===== src/rtl/branch_predictor.sv =====
// rtl/branch_predictor.sv - direct-mapped BTB with 2-bit direction counters
//
// Purpose: supplies a combinational taken/target prediction for the fetch PC,
// detects mispredicts when execute resolves a conditional branch, produces the
// redirect PC, trains the table and keeps saturating performance counters.
//
// Ports:
//   i_clk, i_rst          clock (rising edge), synchronous active-high reset
//   i_fetch_pc            PC being fetched
//   o_pred_taken          predicted taken for i_fetch_pc
//   o_pred_target         predicted target (0 when not predicted taken)
//   i_upd_valid           a conditional branch resolves this cycle
//   i_upd_pc              PC of the resolving branch
//   i_upd_taken           resolved direction
//   i_upd_target          computed branch target
//   i_upd_pred_taken      prediction made at fetch, piped down
//   i_upd_pred_target     predicted target, piped down
//   o_mispredict          flush/redirect request
//   o_redirect_pc         correct next PC when o_mispredict=1, else 0
//   o_num_branches        saturating resolved-branch count
//   o_num_mispredicts     saturating mispredict count
module branch_predictor #(
  parameter int INDEX_W = 4,
  parameter int TAG_W   = 32 - INDEX_W - 2
) (
  input  logic        i_clk,
  input  logic        i_rst,
  input  logic [31:0] i_fetch_pc,
  output logic        o_pred_taken,
  output logic [31:0] o_pred_target,
  input  logic        i_upd_valid,
  input  logic [31:0] i_upd_pc,
  input  logic        i_upd_taken,
  input  logic [31:0] i_upd_target,
  input  logic        i_upd_pred_taken,
  input  logic [31:0] i_upd_pred_target,
  output logic        o_mispredict,
  output logic [31:0] o_redirect_pc,
  output logic [31:0] o_num_branches,
  output logic [31:0] o_num_mispredicts
);

  localparam int N = 1 << INDEX_W;

  logic [N-1:0]     valid_q;
  logic [TAG_W-1:0] tag_q    [N];
  logic [31:0]      target_q [N];
  logic [1:0]       ctr_q    [N];

  logic [31:0] num_branches_q, num_branches_d;
  logic [31:0] num_mispredicts_q, num_mispredicts_d;

  logic [INDEX_W-1:0] fetch_idx, upd_idx;
  logic [TAG_W-1:0]   fetch_tag, upd_tag;
  logic               fetch_hit, upd_hit;
  logic               upd_active;

  // Byte-offset bits never take part in lookup: PCs differing only there share an entry.
  logic unused_fetch_low;
  assign unused_fetch_low = ^i_fetch_pc[1:0];

  assign fetch_idx = i_fetch_pc[INDEX_W+1:2];
  assign fetch_tag = i_fetch_pc[31:INDEX_W+2];
  assign upd_idx   = i_upd_pc[INDEX_W+1:2];
  assign upd_tag   = i_upd_pc[31:INDEX_W+2];

  assign fetch_hit = valid_q[fetch_idx] && (tag_q[fetch_idx] == fetch_tag);
  assign upd_hit   = valid_q[upd_idx] && (tag_q[upd_idx] == upd_tag);

  // An update during reset is ignored entirely, including its mispredict output.
  assign upd_active = i_upd_valid && !i_rst;

  // Lookup reads the pre-edge table contents, so a same-cycle update is not bypassed.
  always_comb begin
    o_pred_taken  = 1'b0;
    o_pred_target = 32'd0;
    if (!i_rst && fetch_hit && ctr_q[fetch_idx][1]) begin
      o_pred_taken  = 1'b1;
      o_pred_target = target_q[fetch_idx];
    end
  end

  always_comb begin
    o_mispredict  = 1'b0;
    o_redirect_pc = 32'd0;
    if (upd_active) begin
      // Direction wrong, or both taken but to different targets.
      o_mispredict = (i_upd_taken != i_upd_pred_taken) ||
                     (i_upd_taken && i_upd_pred_taken && (i_upd_target != i_upd_pred_target));
      if (o_mispredict) begin
        o_redirect_pc = i_upd_taken ? i_upd_target : (i_upd_pc + 32'd4);
      end
    end
  end

  always_comb begin
    num_branches_d    = num_branches_q;
    num_mispredicts_d = num_mispredicts_q;
    if (upd_active) begin
      if (num_branches_q != 32'hFFFF_FFFF) begin
        num_branches_d = num_branches_q + 32'd1;
      end
      if (o_mispredict && (num_mispredicts_q != 32'hFFFF_FFFF)) begin
        num_mispredicts_d = num_mispredicts_q + 32'd1;
      end
    end
  end

  // Tags and targets need no reset: they are only observed behind a valid bit.
  always_ff @(posedge i_clk) begin
    if (i_rst) begin
      valid_q           <= '0;
      num_branches_q    <= 32'd0;
      num_mispredicts_q <= 32'd0;
      for (int i = 0; i < N; i++) begin
        ctr_q[i] <= 2'b00;
      end
    end else begin
      num_branches_q    <= num_branches_d;
      num_mispredicts_q <= num_mispredicts_d;
      if (i_upd_valid) begin
        if (upd_hit) begin
          if (i_upd_taken) begin
            if (ctr_q[upd_idx] != 2'b11) begin
              ctr_q[upd_idx] <= ctr_q[upd_idx] + 2'd1;
            end
            target_q[upd_idx] <= i_upd_target;
          end else if (ctr_q[upd_idx] != 2'b00) begin
            ctr_q[upd_idx] <= ctr_q[upd_idx] - 2'd1;
          end
        end else if (i_upd_taken) begin
          // Allocate weakly taken, evicting whatever aliased entry was resident.
          valid_q[upd_idx]  <= 1'b1;
          tag_q[upd_idx]    <= upd_tag;
          target_q[upd_idx] <= i_upd_target;
          ctr_q[upd_idx]    <= 2'b10;
        end
      end
    end
  end

  assign o_num_branches    = num_branches_q;
  assign o_num_mispredicts = num_mispredicts_q;

endmodule


===== config.mk =====
export PLATFORM = sky130hd
export DESIGN_NAME = branch_predictor
export DESIGN_NICKNAME = d
export VERILOG_FILES = /design/src/rtl/branch_predictor.sv
export SDC_FILE = /design/constraint.sdc
export NUM_CORES = 1
export LEC_CHECK = 0
export CORE_MARGIN = 1
export CORE_UTILIZATION = 45
export DETAILED_ROUTE_END_ITERATION = 6
export GPL_TIMING_DRIVEN = 0
export PLACE_DENSITY_LB_ADDON = 0.08
export SYNTH_ARGS = -nofsm -noshare
export SYNTH_HDL_FRONTEND = slang
export SYNTH_SLANG_ARGS = --single-unit

===== constraint.sdc =====
create_clock -name i_clk -period 4.6 [get_ports i_clk]
set_input_delay 0.46 -clock i_clk [delete_from_list [all_inputs] [get_ports i_clk]]
set_output_delay 0.46 -clock i_clk [all_outputs]
set_load 0.005 [all_outputs]

Word-level counts from Yosys, hierarchy flattened

Memory sizes are Yosys's and may differ from the RTL's.
Index checks and enable logic that the tools add are counted.

Add/subtract/negate cells: 5
Order comparisons: 3
Equality and inequality tests: 7
Multiplexer cells: 41
Bitwise operators: 5
Reductions and logical operators: 16

Operator list:

| cell                                                               | count |
|---|---|
| 2-to-1 mux 32 bit                                                  | 5 |
| adder 32 x 1 -> 32 bit (second input constant)                     | 2 |
| != test 32 bit (second input constant)                             | 2 |
| equality test 26 bit                                               | 2 |
| adder 32 x 3 -> 32 bit (second input constant)                     | 1 |
| != test 32 bit                                                     | 1 |
| 2-to-1 mux 1 bit                                                   | 29 |
| bitwise OR 16 bit                                                  | 1 |
| < comparator 4 x 5 -> 1 bit (second input constant)                | 2 |
| logical AND 1 bit                                                  | 9 |
| binary-select mux 1 bit (select 4 bit)                             | 2 |
| 2-to-1 mux 2 bit                                                   | 3 |
| demux 1 bit (select 4 bit)                                         | 1 |
| greater-or-equal comparator 4 x 1 -> 1 bit (second input constant) | 1 |
| 2-to-1 mux 4 bit                                                   | 1 |
| AND reduction 2 bit                                                | 2 |
| bitwise OR 1 bit                                                   | 3 |
| AND reduction 3 bit                                                | 1 |
| adder 2 x 1 -> 2 bit (second input constant)                       | 1 |
| != test 2 bit (second input constant)                              | 1 |
| nonzero test 2 bit                                                 | 1 |
| OR reduction 2 bit                                                 | 1 |
| subtractor 2 x 1 -> 2 bit (second input constant)                  | 1 |
| zero test 1 bit                                                    | 1 |
| 3 further kinds                                                    | 3 |

Flip-flop bits (word level): 80
Bits in writable memories: 960
Memories kept: 3

Memories:

| name     | depth | bits a word | read ports | clocked after Yosys merged registers in | write ports | line | source |
|---|---|---|---|---|---|---|---|
| target_q | 16    | 32          | 1          | 0                                       | 1           | 47   | `logic [31:0] target_q [N];` |
| tag_q    | 16    | 26          | 2          | 0                                       | 1           | 46   | `logic [TAG_W-1:0] tag_q [N];` |
| ctr_q    | 16    | 2           | 2          | 0                                       | 16          | 48   | `logic [1:0] ctr_q [N];` |

Depth between registers and ports, before layout

An unclocked memory read counts as a cell.

Depth in word-level cells: 12
Depth in mapped cells: 16
Depth with buffers taken out: 9

Worst setup path after synthesis

Ideal clock, no wire load.

Kind: in2reg
Start: input i_upd_pc[2]
End: memory tag_q[11][0] (netlist bit) (enable)
Setup time: 0.409 ns
Data arrival time: 4.030 ns
Required time: 4.191 ns
Setup slack: 0.161 ns
Stages: 14
Buffers on the path: 7
Cells stage by stage: buf_6 > buf_8 > buf_8 > buf_6 > buf_6 > mux4_2 > mux2i_1 > xnor2_1 > a22oi_1 > nor3b_2 > and3_1 > buf_4 > buf_4 > nor2_1

Longest elaborated chain between the ends: 7
Elaborated cells on any way between the ends: 9

RTL lines:

| item                                                                                  | line | source |
|---|---|---|
| from (decl)                                                                           | 32   | `input logic [31:0] i_upd_pc,` |
| memory (16 x 26 bit) / binary-select mux 1 bit (select 4 bit) (equally long branches) | n/a  |  |
| equality test 26 bit / 2-to-1 mux 1 bit (equally long branches)                       | 68   | `assign upd_hit = valid_q[upd_idx] && (tag_q[upd_idx] == upd_tag);` |
| logical AND 1 bit                                                                     | 68   |  |
| 2-to-1 mux 1 bit                                                                      | 122  | `if (upd_hit) begin` |
| 2-to-1 mux 1 bit                                                                      | 121  | `if (i_upd_valid) begin` |
| 2-to-1 mux 1 bit                                                                      | 111  | `if (i_rst) begin` |
| 2-to-1 mux 1 bit (implied by the code)                                                | 134  | `tag_q[upd_idx] <= upd_tag;` |
| to (decl)                                                                             | 46   |  |

Several ways; a longest one is shown, not always the timed one. The select of a mux whose other input is x is not followed.

Worst setup path after layout

Start: input i_fetch_pc[3]
End: output o_pred_target[4]

Longest elaborated chain between the ends: 6
Elaborated cells on any way between the ends: 10

RTL lines:

| item                                                                                  | line | source |
|---|---|---|
| from (decl)                                                                           | 28   | `input logic [31:0] i_fetch_pc,` |
| memory (16 x 26 bit) / binary-select mux 1 bit (select 4 bit) (equally long branches) | n/a  |  |
| equality test 26 bit / 2-to-1 mux 1 bit (equally long branches)                       | 67   | `assign fetch_hit = valid_q[fetch_idx] && (tag_q[fetch_idx] == fetch_tag);` |
| logical AND 1 bit                                                                     | 67   |  |
| logical AND 1 bit (2 in series)                                                       | 77   | `if (!i_rst && fetch_hit && ctr_q[fetch_idx][1]) begin` |
| 2-to-1 mux 32 bit (*)                                                                 | 77   |  |
| to (decl)                                                                             | 30   | `output logic [31:0] o_pred_target,` |

Every way passes the cells marked *; elsewhere a longest branch is shown, timed or not. The select of a mux whose other input is x is not followed.

==> impl_results.md <==
* Die ar. at 105500 um^2
* Synthesis-to-finish area growth at 20.52%
* Wirelength per Cell at 34.71 um
* Status: finished with violations
* Avg Cell Area, Syn at approximately 17 um^2
* TNS Setup at -7.505 ps
* Num CTS Buffers at around 110
* Setup crit end kind: primary output
* WL final at roughly 160000 um
* Critical Path AT at 4150 ps
* CP required at 4140 ps
* CTS Sinks at 1040
* Routed Antenna Nets at 0
* Slowest stage cell, crit path: clkdlybuf4s50_1
* Fraction of registers with async set/reset at 0
* Clock slew at reported path FFs at 60 ps
* Fin cells at between 4000 and 5000
* Final setup violation count at 1
* Relative slew slack at 0.2073
* Min-delay worst type: input pin to flop
* Residual DRC at 0
* Leading area contributor after synthesis: edfxtp_1
* Final worst slack at -7.505 ps
* Worst slew pin tran at 1178 ps
* Core Footprint at around 100000 um^2
* Final period util at 1.002
* GRT Residual Overflow at 0
* Failing checks: negative setup slack
* Post-synthesis sequential area ratio at 0.6488
* Post-detail-place hpwl at ~110000 um
* Filler Cell Count at 8268
* Synth top area cells: edfxtp_1, mux4_2, dfxtp_1
* Share of Yosys cell area claimed by the top area cell type at 0.6147
* GRT Total Usage at 0.3025
* Drt initial violations at 3603
* Placed Cells at 4356
* WP buf/inv at 5
* Die X at 324.8 um
* Count leader, synth: edfxtp_1
* Max Fclk at about 0.22 GHz
* First-pass GRT wire length at 223900 um
* Via count at 29010
* CTS H-Tree Depth at 3
* Hold slack at 238.4 ps
* Yosys cell types at 73
* Number of global-route vias before repair at 29680
* Commonest cells post-synth: edfxtp_1, mux4_2, nor2_1
* Pin count of the biggest net entering global routing at 27
* Crit-path leading delay family: buffers and inverters
* CTS tree: built
* Crit path cell chain: clkbuf_1 -> clkbuf_2 -> mux4_2 -> mux4_2 -> xnor2_2 -> nand4_1 -> nor2_2 -> nand4_1 -> buf_6 -> clkbuf_16 -> nor2b_4 -> clkdlybuf4s50_1
* Crit-path max FO at 10
* Die height at 324.8 um
* TritonRoute pass-1 iters at 5
* Root buffer cell: clkbuf_16
* Port Buffers at roughly 250
* Routability cong. at 0.9472
* Yosys reg bits at 1040
* EDFF count, synth at 960
* Slowest stage delay, CP at 520 ps
* Worst clock skew at 21.77 ps
* Post-Synthesis Cells at 2690
* CTS max path bufs at 3
* Ys Warns at 0
* Max-slew violation count at 0
* Rows at 118
* Syn Std Cell Area at 46900 um^2
* Initial antenna violation count at 2
* Worst setup SP type: input pin
* Lkg Pwr at 18.32 nW
* PwrDens at 371.1 nW/um^2
* Clock Latency Late Sink at just over 700 ps
* Vias/cell at 6.321
* IO Pins at 263
* Path type of the worst setup path: input pin to primary output
* Final hold violation count at 0
* Initial Utilization at 0.4538
* Ratio of cells with drive above 1 in the final layout at 0.2637
* Final nets at 3254
* Max cap viols at 0
* Minimum clock period at between 4000 and 5000 ps
* Post-synth net total at 2830
* Max VDD drop at between 300 and 400 uV
* Top_reg_cell synth: edfxtp_1
-- cells by family (layout without fill, tap and decap cells) --
logic type               Yosys count  after routing  share of synthesized area
flip-flops                      1040           1040                     0.6488
AND/OR/NAND/NOR                  558            558                    0.06091
multiplexers                     479            479                     0.2050
buffers and inverters            229            747                    0.02198
AO/OA/AOI/OAI                    227            227                    0.03340
XOR/XNOR                         150            150                    0.02801
adder cells (fa/ha/maj)            7              7                   0.001867
other                              0              1                          0
-- final timing paths --
kind,endpoint,depth (start not counted),slack (ps),start
max,o_pred_target[4],12,-8,i_fetch_pc[3]
min reg2reg,valid_q[0],1,490,valid_q[0]
max reg2reg,ctr_q[11][0],9,530,tag_q[3][11]
min,tag_q[0][1],1,240,i_upd_pc[7]
-- metal layers --
metal  share of wire  wire (um)  GRT usage
met1            0.40      63250     0.4084
met2            0.48      76460     0.4906
met3           0.080      12760    0.05429
met4           0.043       6814     0.1157
met5        0.000075         12          0
-- metrics by stage --
step / worst slack [ps] / power, mW / cell area (um^2) / utilization
2_1_floorplan: 160.8 / 11.53 / 46900 / -
3_3_place_gp: -4676 / 12.34 / 51170 / 0.4951
3_5_place_dp: -2934 / 12.37 / 51930 / 0.5025
4_1_cts: 0.3921 / 21.07 / 56430 / 0.5461
5_1_grt: -2.951 / 21.52 / 56520 / 0.5469
6_report: -7.505 / 20.97 / 56520 / 0.5469
-- layout make-up --
type,count,area (um^2),share of cell area
clock inverter,71,656.9,0.01162
timing repair buffer,316,3502,0.06196
tap,1380,1727,0.03055
inverter,48,180.2,0.003188
buffer,178,1308,0.02313
clock buffer,134,2864,0.05067
sequential,1040,30430,0.5384
antenna,1,2.502,0.00004427
multi-input combinational,1421,15850,0.2805
-- cells in the final DEF (no fill, tap or decap), types with 17 or more instances in the layout --
cell and count:
o2bb2ai_1 18, edfxtp_1 960, xnor2_1 94, clkdlybuf4s50_1 182
clkinv_1 21, mux4_2 384, nand4_1 54, a22oi_1 19
nor3_1 33, xor2_1 42, a21oi_1 47, o211ai_1 22
dlygate4sd2_1 33, dfxtp_1 80, nor2b_1 34, clkbuf_2 48
clkbuf_1 84, inv_1 29, o21ai_0 42, nand3_1 79
clkbuf_16 113, buf_12 54, nor2_1 135, buf_4 25
clkinv_2 29, inv_2 17, mux2i_1 83, buf_6 22
nand2_1 86
-- power breakdown --
group | switching [mW] | total, mW | internal, mW | leakage, nW
logic | 1.09 | 1.82 | 0.733 | 7.27
registers | 0.0292 | 10.4 | 10.4 | 9.32
clock network | 3.77 | 8.73 | 4.95 | 1.73
total | 4.89 | 21.0 | 16.1 | 18.3
-- what timing repair did --
item,4_1_cts,5_1_grt
pin swaps,25,5
gates resized for setup,301,83
setup buffers,26,4
endpoints found under the setup margin,562,325
hold buffers,0,0
-- worst reg2reg max path, stage by stage, from the launching register on --
cell and delay [ps]:
edfxtp_1 400, mux4_2 500, mux2i_1 490, nor2_1 90
nor3_1 310, a32oi_1 300, nor3_1 400, a41oi_2 420
buf_2 340, o31ai_1 490
-- state kept, by name (all words and copies together), names as in the netlist --
register and count:
target_q 512, o_num_branches 32, ctr_q 32, valid_q 16, o_num_mispredicts 32, tag_q 416
No activity file was read; power rests on OpenSTA's default activity.
